### config.mk
export PLATFORM = sky130hd
export DESIGN_NAME = program_runner
export DESIGN_NICKNAME = d
export VERILOG_FILES = /design/src/rtl/program_runner.sv
export SDC_FILE = /design/constraint.sdc
export NUM_CORES = 1
export LEC_CHECK = 0
export ABC_AREA = 1
export ABC_CLOCK_PERIOD_IN_PS = 2350
export BUFFER_PORTS_ARGS = -buffer_cell sky130_fd_sc_hd__buf_2
export CORE_ASPECT_RATIO = 2
export CORE_MARGIN = 2
export CORE_UTILIZATION = 45
export CTS_BUF_LIST = sky130_fd_sc_hd__clkbuf_8
export CTS_CLUSTER_SIZE = 10
export DETAILED_ROUTE_END_ITERATION = 8
export GPL_TIMING_DRIVEN = 0
export PLACE_DENSITY = 0.7
export REMOVE_ABC_BUFFERS = 1
export SLEW_MARGIN = 10
export SYNTH_ARGS = -nofsm -noshare
export SYNTH_HDL_FRONTEND = slang
export SYNTH_SLANG_ARGS = --single-unit
### constraint.sdc
create_clock -name clk -period 2.35 [get_ports clk]
set_input_delay 0.1175 -clock clk [delete_from_list [all_inputs] [get_ports clk]]
set_output_delay 0.1175 -clock clk [all_outputs]
set_load 0.1 [all_outputs]
### src/rtl/program_runner.sv
// Test sequencer: loads a program into instruction memory, runs the CPU until it halts
// (jump-to-self) or times out, then checks one data-memory word against an expected value.
`timescale 1ns/1ps
module program_runner #(
    parameter int unsigned IMEM_AW     = 6,
    parameter int unsigned CYC_W       = 16,
    parameter int unsigned MAX_CYCLES  = 1000,
    parameter int unsigned HALT_REPEAT = 2
) (
    input  logic               clk,
    input  logic               reset_n,
    input  logic               start,
    input  logic               ld_valid,
    input  logic [31:0]        ld_data,
    input  logic               ld_last,
    output logic               ld_ready,
    output logic               imem_we,
    output logic [IMEM_AW-1:0] imem_addr,
    output logic [31:0]        imem_wdata,
    output logic               cpu_rst_n,
    input  logic [31:0]        cpu_pc,
    input  logic [31:0]        chk_addr,
    input  logic [31:0]        chk_expect,
    output logic [31:0]        dmem_raddr,
    input  logic [31:0]        dmem_rdata,
    output logic               busy,
    output logic               done,
    output logic               pass,
    output logic               timeout,
    output logic [CYC_W-1:0]   cycles
);

    typedef enum logic [2:0] {StIdle, StLoad, StRun, StCheck, StDone} state_e;

    localparam logic [CYC_W-1:0]   MaxCycM1 = CYC_W'(MAX_CYCLES - 1);
    localparam logic [CYC_W-1:0]   HaltM1   = CYC_W'(HALT_REPEAT - 1);
    localparam logic [IMEM_AW-1:0] LastIdx  = '1;

    state_e             st_q, st_d;
    logic [IMEM_AW-1:0] idx_q, idx_d;
    logic [CYC_W-1:0]   cycles_q, cycles_d;
    logic [CYC_W-1:0]   run_cnt_q, run_cnt_d;
    logic [31:0]        prev_pc_q, prev_pc_d;
    logic               prev_valid_q, prev_valid_d;
    logic [31:0]        chk_addr_q, chk_addr_d;
    logic [31:0]        chk_expect_q, chk_expect_d;
    logic               pass_q, pass_d;
    logic               timeout_q, timeout_d;

    logic [CYC_W-1:0]   run_inc;
    logic               pc_same;
    logic               halt;

    assign run_inc = run_cnt_q + CYC_W'(1);
    // prev_valid_q keeps the first RUN cycle from ever looking like a halt
    assign pc_same = prev_valid_q && (cpu_pc == prev_pc_q);
    assign halt    = pc_same && (run_inc >= HaltM1);

    always_comb begin
        st_d         = st_q;
        idx_d        = idx_q;
        cycles_d     = cycles_q;
        run_cnt_d    = run_cnt_q;
        prev_pc_d    = prev_pc_q;
        prev_valid_d = prev_valid_q;
        chk_addr_d   = chk_addr_q;
        chk_expect_d = chk_expect_q;
        pass_d       = pass_q;
        timeout_d    = timeout_q;
        case (st_q)
            StIdle, StDone: begin
                if (start) begin
                    st_d         = StLoad;
                    idx_d        = '0;
                    cycles_d     = '0;
                    pass_d       = 1'b0;
                    timeout_d    = 1'b0;
                    chk_addr_d   = chk_addr;
                    chk_expect_d = chk_expect;
                end
            end
            StLoad: begin
                if (ld_valid) begin
                    idx_d = idx_q + IMEM_AW'(1);
                    if (ld_last || idx_q == LastIdx) begin
                        st_d         = StRun;
                        run_cnt_d    = '0;
                        prev_valid_d = 1'b0;
                    end
                end
            end
            StRun: begin
                cycles_d     = (cycles_q == '1) ? cycles_q : cycles_q + CYC_W'(1);
                prev_pc_d    = cpu_pc;
                prev_valid_d = 1'b1;
                run_cnt_d    = pc_same ? run_inc : '0;
                if (halt) begin
                    st_d = StCheck;
                end else if (cycles_q >= MaxCycM1) begin
                    st_d      = StDone;
                    timeout_d = 1'b1;
                    pass_d    = 1'b0;
                end
            end
            StCheck: begin
                pass_d = (dmem_rdata == chk_expect_q);
                st_d   = StDone;
            end
            default: st_d = StIdle;
        endcase
    end

    always_ff @(posedge clk) begin
        if (!reset_n) begin
            st_q         <= StIdle;
            idx_q        <= '0;
            cycles_q     <= '0;
            run_cnt_q    <= '0;
            prev_pc_q    <= '0;
            prev_valid_q <= 1'b0;
            chk_addr_q   <= '0;
            chk_expect_q <= '0;
            pass_q       <= 1'b0;
            timeout_q    <= 1'b0;
        end else begin
            st_q         <= st_d;
            idx_q        <= idx_d;
            cycles_q     <= cycles_d;
            run_cnt_q    <= run_cnt_d;
            prev_pc_q    <= prev_pc_d;
            prev_valid_q <= prev_valid_d;
            chk_addr_q   <= chk_addr_d;
            chk_expect_q <= chk_expect_d;
            pass_q       <= pass_d;
            timeout_q    <= timeout_d;
        end
    end

    assign ld_ready   = (st_q == StLoad);
    assign imem_we    = ld_ready && ld_valid;
    assign imem_addr  = idx_q;
    assign imem_wdata = ld_data;
    assign cpu_rst_n  = (st_q == StRun);
    assign dmem_raddr = chk_addr_q;
    assign busy       = (st_q == StLoad) || (st_q == StRun) || (st_q == StCheck);
    assign done       = (st_q == StDone);
    assign pass       = pass_q;
    assign timeout    = timeout_q;
    assign cycles     = cycles_q;

endmodule

; ---- Word level (Yosys, flattened, before mapping)
; Cells that the tools add are included.
[word_totals]
reg_bits = 140
latchBits = 0
ram_bits = 0
rom_bits = 0
inputBits = 165
out_inout_bits = 93
word_cells = 75
memories = 0
[classes]
add_sub_neg = 3
mul = 0
div_mod_pow = 0
magnitude_cmp = 2
eq_ne = 15
shift = 0
mux = 26
n_bitwise = 0
reduce_logical = 19
[ops]
columns = operator, n
row1 = 2-to-1 mux 16 bit, 5
row2 = == test 32 bit, 2
row3 = one-hot mux 16 bit (2 select lines), 2
row4 = adder 16 x 1 -> 16 bit (second input constant), 2
row5 = == test 16 bit (second input constant), 1
row6 = >= comparator 16 x 1 -> 1 bit (second input constant), 1
row7 = >= comparator 16 x 10 -> 1 bit (second input constant), 1
row8 = 2-to-1 mux 3 bit, 5
row9 = 2-to-1 mux 6 bit, 2
row10 = one-hot mux 3 bit (4 select lines), 1
row11 = one-hot mux 6 bit (2 select lines), 1
row12 = AND reduction 4 bit, 3
row13 = AND reduction 3 bit, 3
row14 = inequality test 2 bit (second input constant), 4
row15 = 2-to-1 mux 1 bit, 7
row16 = adder 6 x 1 -> 6 bit (second input constant), 1
row17 = == test 3 x 2 -> 1 bit (second input constant), 2
row18 = == test 6 bit (second input constant), 1
row19 = nonzero test 2 bit, 3
row20 = inequality test 2 x 1 -> 1 bit (second input constant), 2
row21 = one-hot mux 1 bit (2 select lines), 2
row22 = == test 3 x 1 -> 1 bit (second input constant), 1
row23 = == test 3 bit (second input constant), 1
row24 = logical AND 1 bit, 3
row25 = 7 further kinds, 9

; ---- Longest topological paths before layout
[depth]
word_depth = 5
mapped_depth = 17
depth_no_buf = 17

; ---- Worst setup path after synthesis
; OpenSTA, ideal clock, no wires.
[synth_timing]
kind = register to register
from = reg st_q[0]
to = reg idx_q[0] (netlist: imem_addr[0])
setup_time_ns = 0.058
t_arrival_ns = 3.755
t_required_ns = 2.292
slack_ns = -1.463
stages_incl_launch_ff = 9
path_buffers = 0
synth_period_minus_slack_ns = 3.813
cell_sequence = dfxtp_1 -> nand2_1 -> nor2_1 -> inv_1 -> nor2_1 -> nor2_1 -> nor2_1 -> o21ai_0 -> inv_1
[synth_via]
elab_cells_between_ends = 9
classes_between = 4 x eq/ne / 1 x mux / 4 x reduce/logical
[synth_rtl]
columns = item, line
row1 = from (decl), 39  ; state_e st_q, st_d;
row2 = from (signal assigned), 115  ; st_q <= StIdle;
row3 = from (signal assigned), 126  ; st_q <= st_d;
row4 = == test 3 x 1 -> 1 bit (*), --
row5 = net ld_ready, 16  ; output logic ld_ready,
row6 = inequality test 2 bit (no line) / nonzero test 2 bit (equally long branches), --
row7 = AND reduction 3 bit (no line), --
row8 = to (signal assigned), 127  ; idx_q <= idx_d;
row9 = to (decl), 40  ; logic [IMEM_AW-1:0] idx_q, idx_d;
; Mark *: on every way through the listed nets, which the timed path passes. The rest lies on a longest branch.
; A chain may end at the register's enable or synchronous reset.

; ---- Worst setup path after layout
[layout_timing]
from = reg st_q[0]
to = reg cycles_q[5] (netlist: cycles[5])
[layout_via]
elab_chain_len = 4
elab_cells_between_ends = 9
classes_between = 4 x eq/ne / 1 x mux / 4 x reduce/logical
[layout_rtl]
columns = item, line
row1 = == test 3 bit / logical NOT 3 bit (equally long branches), 70  ; case (st_q)
row2 = OR reduction 2 bit, 70
row3 = inequality test 2 bit (no line) / nonzero test 2 bit (equally long branches), --
row4 = AND reduction 3 bit (no line), --
row5 = to (signal assigned), 128  ; cycles_q <= cycles_d;
row6 = to (decl), 41  ; logic [CYC_W-1:0] cycles_q, cycles_d;
; Parallel ways exist; a longest one is shown, timed or not.

==> metrics.txt <==
outcome=finished clean; largest net degree at the start of global routing=76; grt total ovfl=0; CP startpoint kind=flip-flop; H-tree depth=4; leakage power=0.00445 uW; CTS Sinks=140; CP max FO=62; Tcrit/Tclk final=92.0%; Slew HR=49.2%; clock period minus final worst setup slack=2.16 ns; worst slew pin tran=0.762 ns; Via density=5.00; first-pass GRT wire length=35800 um; DRT antenna net count=0; Post-synth EDFFs=0; layout cells sized above 1=19.8%; Area contributors post-synth=dfxtp_1 (38%), nor2_1 (11%), nand2_1 (11%); dpl hpwl=14900 um; I/O pin count=258; TNS Setup=0 ns; pwr dens=1020 nW/um^2; via count=7806; Hold WS=0.0395 ns; Max Cap Viol=0; TritonCTS clock tree=yes; starting density of the core=45.5%; Num CTS Buffers=17; input/output buffers=193; area grow syn2layout=32.5%; clk_lat worst skew=0.45 ns; post-synthesis sequential area ratio=38.3%; FFs w/ async S/R, synth=0%; Yosys top cell area share=38.3%; Avg WL per Cell=14.1 um; Worst-path clk slew=0.09 ns; Core Rows=66; Clock Skew=0.0135 ns; vias in the first global route=7670; cell taking the most area after synthesis=dfxtp_1; Setup crit end kind=flip-flop; Die ar.=17400 sq um; placed cell areas=8230 sq um; #FFs+latches synth=140; CP Data Arrival Time=2.49 ns; synthesized area=7320 sq um; nets=1514; maximum clock path buffer count=2; Post-Syn Instances=1100; Post-Syn Area per Cell=6.65 sq um; Ant. Diodes=0; class of the worst hold path=input port to flip-flop; Worst IR Drop VDD=1.04 mV; Synth Flop Type=dfxtp_1; Placer Congestion=0.856; Netlist cell types=36; Hold Violations, Final=0; final WL=22100 um; initial antenna violation count=0; DIE HEIGHT=184 um; final setup fails=0; Peak Freq=463 MHz; drt first pass iters=5; fin area=9700 sq um; clk root buf=clkbuf_8; GRT Overall Usage=25.9%; Residual DRC=0; Setup CP Type=flip-flop to flip-flop; Iteration-0 DRC Markers=375; core area=16100 sq um; RSZ-0062 raised after global routing=false; Die W=94.2 um; yosys warns=0; required time of the critical path=2.68 ns; Pins Over Slew Limit=0
-- worst paths after layout --
path,from,to,slack (ns),cells after the start
min,cpu_pc[1],prev_pc_q[1]$_SDFFE_PN0P_,0.04,3
min reg2reg,chk_expect_q[6]$_SDFFE_PN0P_,chk_expect_q[6]$_SDFFE_PN0P_,0.46,2
max reg2reg,st_q[0]$_SDFFE_PN0P_,cycles[5]$_SDFFE_PN0P_,0.19,7
max,st_q[0]$_SDFFE_PN0P_,cycles[5]$_SDFFE_PN0P_,0.19,7
-- synth_stat cells, drive strengths merged, types with 4 or more instances --
| cell | n |
|---|---|
| nand2 | 224 |
| nand4 | 16 |
| o21ai | 117 |
| xnor2 | 26 |
| clkbuf | 33 |
| or2 | 4 |
| nor3 | 15 |
| dfxtp | 140 |
| xor2 | 14 |
| nand3 | 45 |
| a21oi | 66 |
| nor4 | 6 |
| ha | 5 |
| buf | 36 |
| nor2 | 225 |
| nand3b | 5 |
| inv | 109 |
-- critical path: stages (launching register included) --
cell     delay [ns]
dfxtp_1        0.36
nor2_1         0.31
nand2_4        0.25
buf_12         0.24
inv_6          0.38
nor2_4         0.14
inv_1          0.20
nor3_1         0.09
-- kinds of logic after synthesis --
group	count (synthesis)	synth area share, %
adders and majority gates	5	0.855
DFF	140	38.3
and+or+nand+nor	543	31.6
buffers and inverters	179	10.9
xor gates and xnor gates	40	4.79
AOI/OAI and AO/OA	193	13.6
-- metrics by stage --
stage	util (%)	total power, uW	setup WS (ns)	std cells
5_1_grt	60.2	10500	0.0234	1561
2_1_floorplan	-	6570	-1.48	1031
6_report	60.2	9910	0.189	1561
3_3_place_gp	50.6	7380	-2.10	1428
3_5_place_dp	51.1	7520	-0.615	1431
4_1_cts	59.9	9870	0.00597	1558
-- where the power goes --
group | internal (uW) | switching (uW)
registers | 2940 | 376
logic | 1150 | 3220
clock network | 1220 | 994
-- metal layers --
layer  vias up  GRT usage (%)  wire (um)  part of all wire [%]
li1       3958              -          -                     -
met5         -           4.32         67                  0.30
met3        48           11.1       2160                   9.8
met4         4           8.93        505                   2.3
met1      3487           28.5       8670                    39
met2       309           43.8      10700                    48
-- sequential cells by signal, indices dropped and copies added, names as in the netlist --
register and count:
chk_expect_q 32, dmem_raddr 32, prev_pc_q 32, cycles 16, run_cnt_q 16, imem_addr 6
st_q 3, pass 1, prev_valid_q 1, timeout 1
-- cells in the final DEF, fill, tap and decap left out, types with 6 or more instances in the layout --
cell type	Yosys	final
nor2_1	219	218
o21ai_0	114	114
buf_2	3	192
xor2_1	14	14
nor3_1	11	10
inv_1	105	106
nand2_2	7	7
nand3_1	45	44
nand2_1	214	213
a21oi_1	66	66
clkbuf_8	0	19
nand4_1	16	16
dlygate4sd3_1	0	92
xnor2_1	26	26
nor4_1	6	6
dfxtp_1	140	139
-- cell type report --
| type | instances | area (sq um) |
|---|---|---|
| Sequential cell | 140 | 2800 |
| Timing Repair Buffer | 293 | 2010 |
| Inverter | 110 | 418 |
| Clock inverter | 13 | 188 |
| Clock buffer | 19 | 262 |
| Fill cell | 1458 | 6410 |
| Multi-Input combinational cell | 782 | 3760 |
| Tap cell | 204 | 255 |
-- timing repair --
item / 4_1_cts / 5_1_grt
pin swaps: 1 / 2
setup buffers: 3 / 2
endpoints found under the hold margin: 92 / 0
cloned: 0 / 1
setup endpoints to repair: 34 / 30
gates resized for setup: 4 / 6
hold buffers: 92 / 0
(Power assumes the default switching activity.)
